`config.mk`:
```
export PLATFORM = sky130hd
export DESIGN_NAME = hazard_ctrl
export DESIGN_NICKNAME = d
export VERILOG_FILES = /design/src/rtl/cpu_ctrl_pkg.sv /design/src/rtl/sat_counter.sv /design/src/rtl/hazard_ctrl.sv
export SDC_FILE = /design/constraint.sdc
export NUM_CORES = 1
export LEC_CHECK = 0
export BUFFER_PORTS_ARGS = -buffer_cell sky130_fd_sc_hd__clkbuf_2
export CORE_UTILIZATION = 54
export DETAILED_ROUTE_END_ITERATION = 16
export GPL_TIMING_DRIVEN = 1
export PLACE_DENSITY_LB_ADDON = 0.15
export SLEW_MARGIN = 10
export SYNTH_ARGS = -nofsm -noshare
export SYNTH_HDL_FRONTEND = slang
export SYNTH_SLANG_ARGS = --single-unit
```
`constraint.sdc`:
```
create_clock -name clk_i -period 4.8 [get_ports clk_i]
set_clock_uncertainty 0.05 [all_clocks]
set_input_delay 0.24 -clock clk_i [delete_from_list [all_inputs] [get_ports clk_i]]
set_output_delay 0.24 -clock clk_i [all_outputs]
set_load 0.01 [all_outputs]
```
`src/rtl/cpu_ctrl_pkg.sv`:
```
// Shared types and constants for the CPU pipeline control blocks.
// The pipe_ctl_t bundle is ordered PC, IF/ID write, IF/ID flush, ID/EX bubble, EX/MEM, MEM/WB.
package cpu_ctrl_pkg;

   typedef enum logic [1:0] {
      BOOT     = 2'd0,
      RUN      = 2'd1,
      MEM_WAIT = 2'd2
   } state_e;

   localparam int REG_ADDR_W = 5;
   localparam logic [REG_ADDR_W-1:0] REG_ZERO = '0;

   typedef struct packed {
      logic pc_write;
      logic ifid_write;
      logic ifid_flush;
      logic idex_bubble;
      logic exmem_write;
      logic memwb_write;
   } pipe_ctl_t;

   localparam pipe_ctl_t CTL_BOOT     = 6'b00_1100;
   localparam pipe_ctl_t CTL_FREEZE   = 6'b00_0000;
   localparam pipe_ctl_t CTL_LOAD_USE = 6'b00_0111;
   localparam pipe_ctl_t CTL_BRANCH   = 6'b11_1011;
   localparam pipe_ctl_t CTL_RUN      = 6'b11_0011;

endpackage

```
`src/rtl/sat_counter.sv`:
```
// Up-counter that sticks at all-ones instead of wrapping; synchronous clear wins over inc.
module sat_counter #(
   parameter int W = 32
) (
   input  logic         clk_i,
   input  logic         clr,
   input  logic         inc,
   output logic [W-1:0] count
);

   always_ff @(posedge clk_i) begin
      if (clr) begin
         count <= '0;
      end else if (inc && (count != {W{1'b1}})) begin
         count <= count + 1'b1;
      end
   end

endmodule

```
`src/rtl/hazard_ctrl.sv`:
```
// Pipeline hazard/stall controller: boot flush, load-use bubble, branch flush,
// data-memory freeze with timeout, and saturating stall/flush counters.
//
//   state    | meaning
//   ---------+------------------------------------------------------------
//   BOOT     | flushing pipeline for BOOT_CYCLES cycles after reset
//   RUN      | normal issue; resolves load-use and branch hazards
//   MEM_WAIT | whole pipeline frozen until the data memory acks
module hazard_ctrl
   import cpu_ctrl_pkg::*;
#(
   parameter int BOOT_CYCLES = 4,
   parameter int MEM_TIMEOUT = 255,
   parameter int CNT_W       = 32
) (
   input  logic                  clk_i,
   input  logic                  rst_i,
   input  logic                  idex_memread_i,
   input  logic [REG_ADDR_W-1:0] idex_rt_i,
   input  logic [REG_ADDR_W-1:0] ifid_rs_i,
   input  logic [REG_ADDR_W-1:0] ifid_rt_i,
   input  logic                  branch_taken_i,
   input  logic                  dmem_req_i,
   input  logic                  dmem_ack_i,
   output logic                  pc_write_o,
   output logic                  ifid_write_o,
   output logic                  ifid_flush_o,
   output logic                  idex_bubble_o,
   output logic                  exmem_write_o,
   output logic                  memwb_write_o,
   output logic [CNT_W-1:0]      stall_cnt_o,
   output logic [CNT_W-1:0]      flush_cnt_o,
   output logic                  mem_err_o
);

   localparam int BOOT_W = (BOOT_CYCLES > 1) ? $clog2(BOOT_CYCLES) : 1;
   localparam int WAIT_W = $clog2(MEM_TIMEOUT + 1);
   localparam logic [BOOT_W-1:0] BOOT_LAST = BOOT_W'(BOOT_CYCLES - 1);
   localparam logic [WAIT_W-1:0] WAIT_MAX  = WAIT_W'(MEM_TIMEOUT);
   localparam logic [WAIT_W-1:0] WAIT_LAST = WAIT_W'(MEM_TIMEOUT - 1);

   state_e              state, state_nxt;
   logic [BOOT_W-1:0]   boot_cnt;
   logic [WAIT_W-1:0]   wait_cnt;
   logic                mem_err;
   logic                load_use;
   pipe_ctl_t           run_ctl;
   pipe_ctl_t           ctl;
   logic                stall_inc;
   logic                flush_inc;

   // Register 0 is hard-wired zero, so a load targeting it never creates a dependency.
   assign load_use = idex_memread_i && (idex_rt_i != REG_ZERO) &&
                     ((idex_rt_i == ifid_rs_i) || (idex_rt_i == ifid_rt_i));

   always_comb begin
      run_ctl = CTL_RUN;
      if (load_use) begin
         run_ctl = CTL_LOAD_USE;
      end else if (branch_taken_i) begin
         run_ctl = CTL_BRANCH;
      end
   end

   always_comb begin
      state_nxt = state;
      ctl       = CTL_BOOT;
      case (state)
         BOOT: begin
            ctl = CTL_BOOT;
            if (boot_cnt == BOOT_LAST) begin
               state_nxt = RUN;
            end
         end
         RUN: begin
            if (dmem_req_i && !dmem_ack_i) begin
               ctl       = CTL_FREEZE;
               state_nxt = MEM_WAIT;
            end else begin
               ctl = run_ctl;
            end
         end
         MEM_WAIT: begin
            if (dmem_ack_i) begin
               ctl       = run_ctl;
               state_nxt = RUN;
            end else begin
               ctl = CTL_FREEZE;
            end
         end
         default: begin
            ctl       = CTL_BOOT;
            state_nxt = BOOT;
         end
      endcase
      if (rst_i) begin
         ctl       = CTL_BOOT;
         state_nxt = BOOT;
      end
   end

   always_ff @(posedge clk_i) begin
      if (rst_i) begin
         state    <= BOOT;
         boot_cnt <= '0;
         wait_cnt <= '0;
         mem_err  <= 1'b0;
      end else begin
         state <= state_nxt;
         if (state == BOOT && boot_cnt != BOOT_LAST) begin
            boot_cnt <= boot_cnt + 1'b1;
         end
         if (state == MEM_WAIT && !dmem_ack_i) begin
            if (wait_cnt != WAIT_MAX) begin
               wait_cnt <= wait_cnt + 1'b1;
            end
            // Flag on the edge that completes the MEM_TIMEOUT-th wait cycle.
            if (wait_cnt >= WAIT_LAST) begin
               mem_err <= 1'b1;
            end
         end else begin
            wait_cnt <= '0;
         end
      end
   end

   assign stall_inc = !rst_i && (state != BOOT) && !ctl.pc_write;
   assign flush_inc = !rst_i && (state == RUN) && ctl.ifid_flush;

   sat_counter #(.W(CNT_W)) u_stall_cnt (
      .clk_i (clk_i),
      .clr   (rst_i),
      .inc   (stall_inc),
      .count (stall_cnt_o)
   );

   sat_counter #(.W(CNT_W)) u_flush_cnt (
      .clk_i (clk_i),
      .clr   (rst_i),
      .inc   (flush_inc),
      .count (flush_cnt_o)
   );

   assign pc_write_o    = ctl.pc_write;
   assign ifid_write_o  = ctl.ifid_write;
   assign ifid_flush_o  = ctl.ifid_flush;
   assign idex_bubble_o = ctl.idex_bubble;
   assign exmem_write_o = ctl.exmem_write;
   assign memwb_write_o = ctl.memwb_write;
   assign mem_err_o     = mem_err;

endmodule

```
==> results.sh <==
export IMPL_status="complete, no violations"
export IMPL_rsz0062_at_grt="false"
export IMPL_tns_ns=0
export IMPL_rows=32
export IMPL_dr_pass1_iters=6
export IMPL_fin_crit_sh=0.700
export IMPL_grt_max_degree=60
export IMPL_max_cap_viol_count=0
export IMPL_clock_fmax_mhz=298
export IMPL_path_max_fanout=23
export IMPL_cts_sinks=77
export IMPL_worstPathRequired_ns=5.00
export IMPL_cts_root_buf="clkbuf_8"
export IMPL_ys_warn_count=0
export IMPL_fillers=700
export IMPL_synth_edff_count=0
export IMPL_mostFrequentLayoutCells="clkbuf_2 (91), dfxtp_1 (77), a21oi_1 (54)"
export IMPL_post_cts_resized=0
export IMPL_p_per_area_nw_per_um2=277
export IMPL_postCtsSetupBuffers=0
export IMPL_ys_seq_elements=77
export IMPL_crit_chain="nand4_1 > or3_1 > nor3_1 > and2_1 > buf_4 > nor4_1 > mux2_2"
export IMPL_h_tree_depth=3
export IMPL_core_area_um2=7690
export IMPL_antenna_found_initial=0
export IMPL_grtUsageTotal=0.241
export IMPL_remaining_drc_errors=0
export IMPL_post_drt_wl_per_cell_um=14.5
export IMPL_die_area_um2=8240
export IMPL_hold_viol=0
export IMPL_vias=4202
export IMPL_drive_gt1_frac=0.218
export IMPL_clock_path_buffers=2
export IMPL_relSlewSlack=0.314
export IMPL_insertion_delay_ns=0.35
export IMPL_worstMarginPinSlew_ns=1.03
export IMPL_nNetsFinal=621
export IMPL_arrival_ns=3.56
export IMPL_ant_nets=0
export IMPL_slowest_delay_ns=0.73
export IMPL_hold_buffers=0
export IMPL_cts_tree="done"
export IMPL_post_synth_inst_count=516
export IMPL_avgSynthCellArea_um2=8.25
export IMPL_clk_pin_slew_ns=0.09
export IMPL_initial_core_util=0.554
export IMPL_slowest_stage="nor3_1"
export IMPL_max_vdd_ir_drop_mv=0.171
export IMPL_final_common_cell="clkbuf_2"
export IMPL_worst_setup_path_end_kind="register"
export IMPL_p_leak_nw=1.75
export IMPL_grt_first_pass_wirelength_um=16300
export IMPL_setup_viol=0
export IMPL_critPathKind="register to register"
export IMPL_worstSetupStartpointType="register"
export IMPL_antenna_cells=0
export IMPL_die_height_um=90.8
export IMPL_seq_area_frac_synth=0.362
export IMPL_placed_area_um2=4720
export IMPL_synth_net_count=546
export IMPL_areaGrowthSynthToFinish_pct=15.5
export IMPL_synth_area_um2=4260
export IMPL_via_per_inst=6.02
export IMPL_post_route_cell_area_um2=4920
export IMPL_power_mw=1.36
export IMPL_num_io_pins=92
export IMPL_grt_pass1_vias=3596
export IMPL_async_flop_share=0
export IMPL_drv_slew=0
export IMPL_dp_hpwl_um=6950
export IMPL_yosysUniqueCellTypes=50
export IMPL_synth_flop_cell="dfxtp_1"
export IMPL_hold_path_class="input pin to register"
export IMPL_port_buffers=91
export IMPL_fin_crit_ns=3.36
export IMPL_drtIter0Drc=164
export IMPL_overflow=0
export IMPL_cts_buffers=9
export IMPL_die_x_um=90.8
export IMPL_place_gp_congestion=0.774
export IMPL_drt_wl_total_um=10100
[stage by stage]
step           hold slack [ns]  instances  worst slack [ns]  utilization
3_5_place_dp             0.401        682              1.49        0.613
5_1_grt                  0.190        698              1.18        0.639
6_report                 0.157        698              1.44        0.639
2_1_floorplan            0.415        516              2.41            -
4_1_cts                  0.154        698              1.47        0.639
3_3_place_gp             0.403        682              1.70        0.613
[synth_stat cells, drive strengths merged, types with 2 or more instances]
cell type | number | area [µm²]
a211oi | 4 | 30.0
a21oi | 54 | 270
a31oi | 2 | 12.5
and2 | 2 | 12.5
and3 | 10 | 63.8
and4 | 7 | 61.3
buf | 17 | 101
clkbuf | 14 | 52.6
dfxtp | 77 | 1540
ha | 9 | 113
inv | 15 | 56.3
mux2 | 4 | 45.0
mux2i | 3 | 30.0
nand2 | 33 | 124
nand3 | 29 | 158
nand4 | 26 | 163
nor2 | 34 | 128
nor2b | 8 | 50.1
nor3 | 11 | 55.1
nor3b | 3 | 22.5
nor4 | 4 | 40.0
o211ai | 2 | 25.0
o21ai | 24 | 124
o311ai | 8 | 70.1
o31ai | 29 | 218
o41ai | 7 | 61.3
or2 | 2 | 12.5
or3 | 19 | 119
or3b | 2 | 17.5
or4 | 33 | 251
xnor2 | 3 | 26.3
xor2 | 11 | 96.3
[metal layers]
metal  vias to the layer above  share of wire  GRT usage
met5                         -              0          0
met4                         0          0.014     0.0847
met3                        14          0.055     0.0623
met2                       103           0.46      0.391
met1                      1956           0.47      0.311
li1                       2129              -          -
[power by group]
| group | internal [mW] | total (mW) | leakage [nW] | switching (mW) |
|---|---|---|---|---|
| Sequential | 0.653 | 0.666 | 0.621 | 0.0134 |
| Combinational | 0.0684 | 0.197 | 1.03 | 0.129 |
| Clock | 0.252 | 0.499 | 0.0943 | 0.246 |
[layout make-up]
cell class | instances | area, µm² | share of cell area
Multi-Input combinational cell | 393 | 2500 | 0.510
Sequential cell | 77 | 1540 | 0.314
Timing Repair Buffer | 95 | 485 | 0.0988
Clock buffer | 10 | 138 | 0.0280
Tap cell | 102 | 128 | 0.0260
Clock inverter | 6 | 62.6 | 0.0127
Inverter | 15 | 56.3 | 0.0115
[registers in the layout (all words and copies together) (netlist names)]
signal / cells
mem_err_o: 1
u_flush_cnt.count: 32
boot_cnt: 2
u_stall_cnt.count: 32
wait_cnt: 8
state: 2
[critical path, delay by kind of cell, from the launching register on]
| kind | cells | cell delay [ns] |
|---|---|---|
| simple gates | 5 | 2.08 |
| flops | 1 | 0.43 |
| buf+inv | 1 | 0.36 |
| mux | 1 | 0.31 |
[final timing paths]
path	slack, ns	cells past startpoint	start	to
max	1.44	7	u_flush_cnt.count[14]$_SDFFE_PP0P_	u_flush_cnt.count[12]$_SDFFE_PP0P_
min	0.16	2	rst_i	u_stall_cnt.count[29]$_SDFFE_PP0P_
max reg2reg	1.44	7	u_flush_cnt.count[14]$_SDFFE_PP0P_	u_flush_cnt.count[12]$_SDFFE_PP0P_
min reg2reg	0.42	2	mem_err_o$_SDFFE_PP0P_	mem_err_o$_SDFFE_PP0P_
[kinds of logic after synthesis]
| logic type | count (synthesis) | share of synthesized area |
|---|---|---|
| compound gates | 138 | 0.211 |
| fa+ha+maj | 9 | 0.0265 |
| simple gates | 225 | 0.305 |
| flops | 77 | 0.362 |
| xor+xnor | 14 | 0.0288 |
| mux | 7 | 0.0176 |
| buf+inv | 46 | 0.0494 |
(Power assumes the default switching activity.)
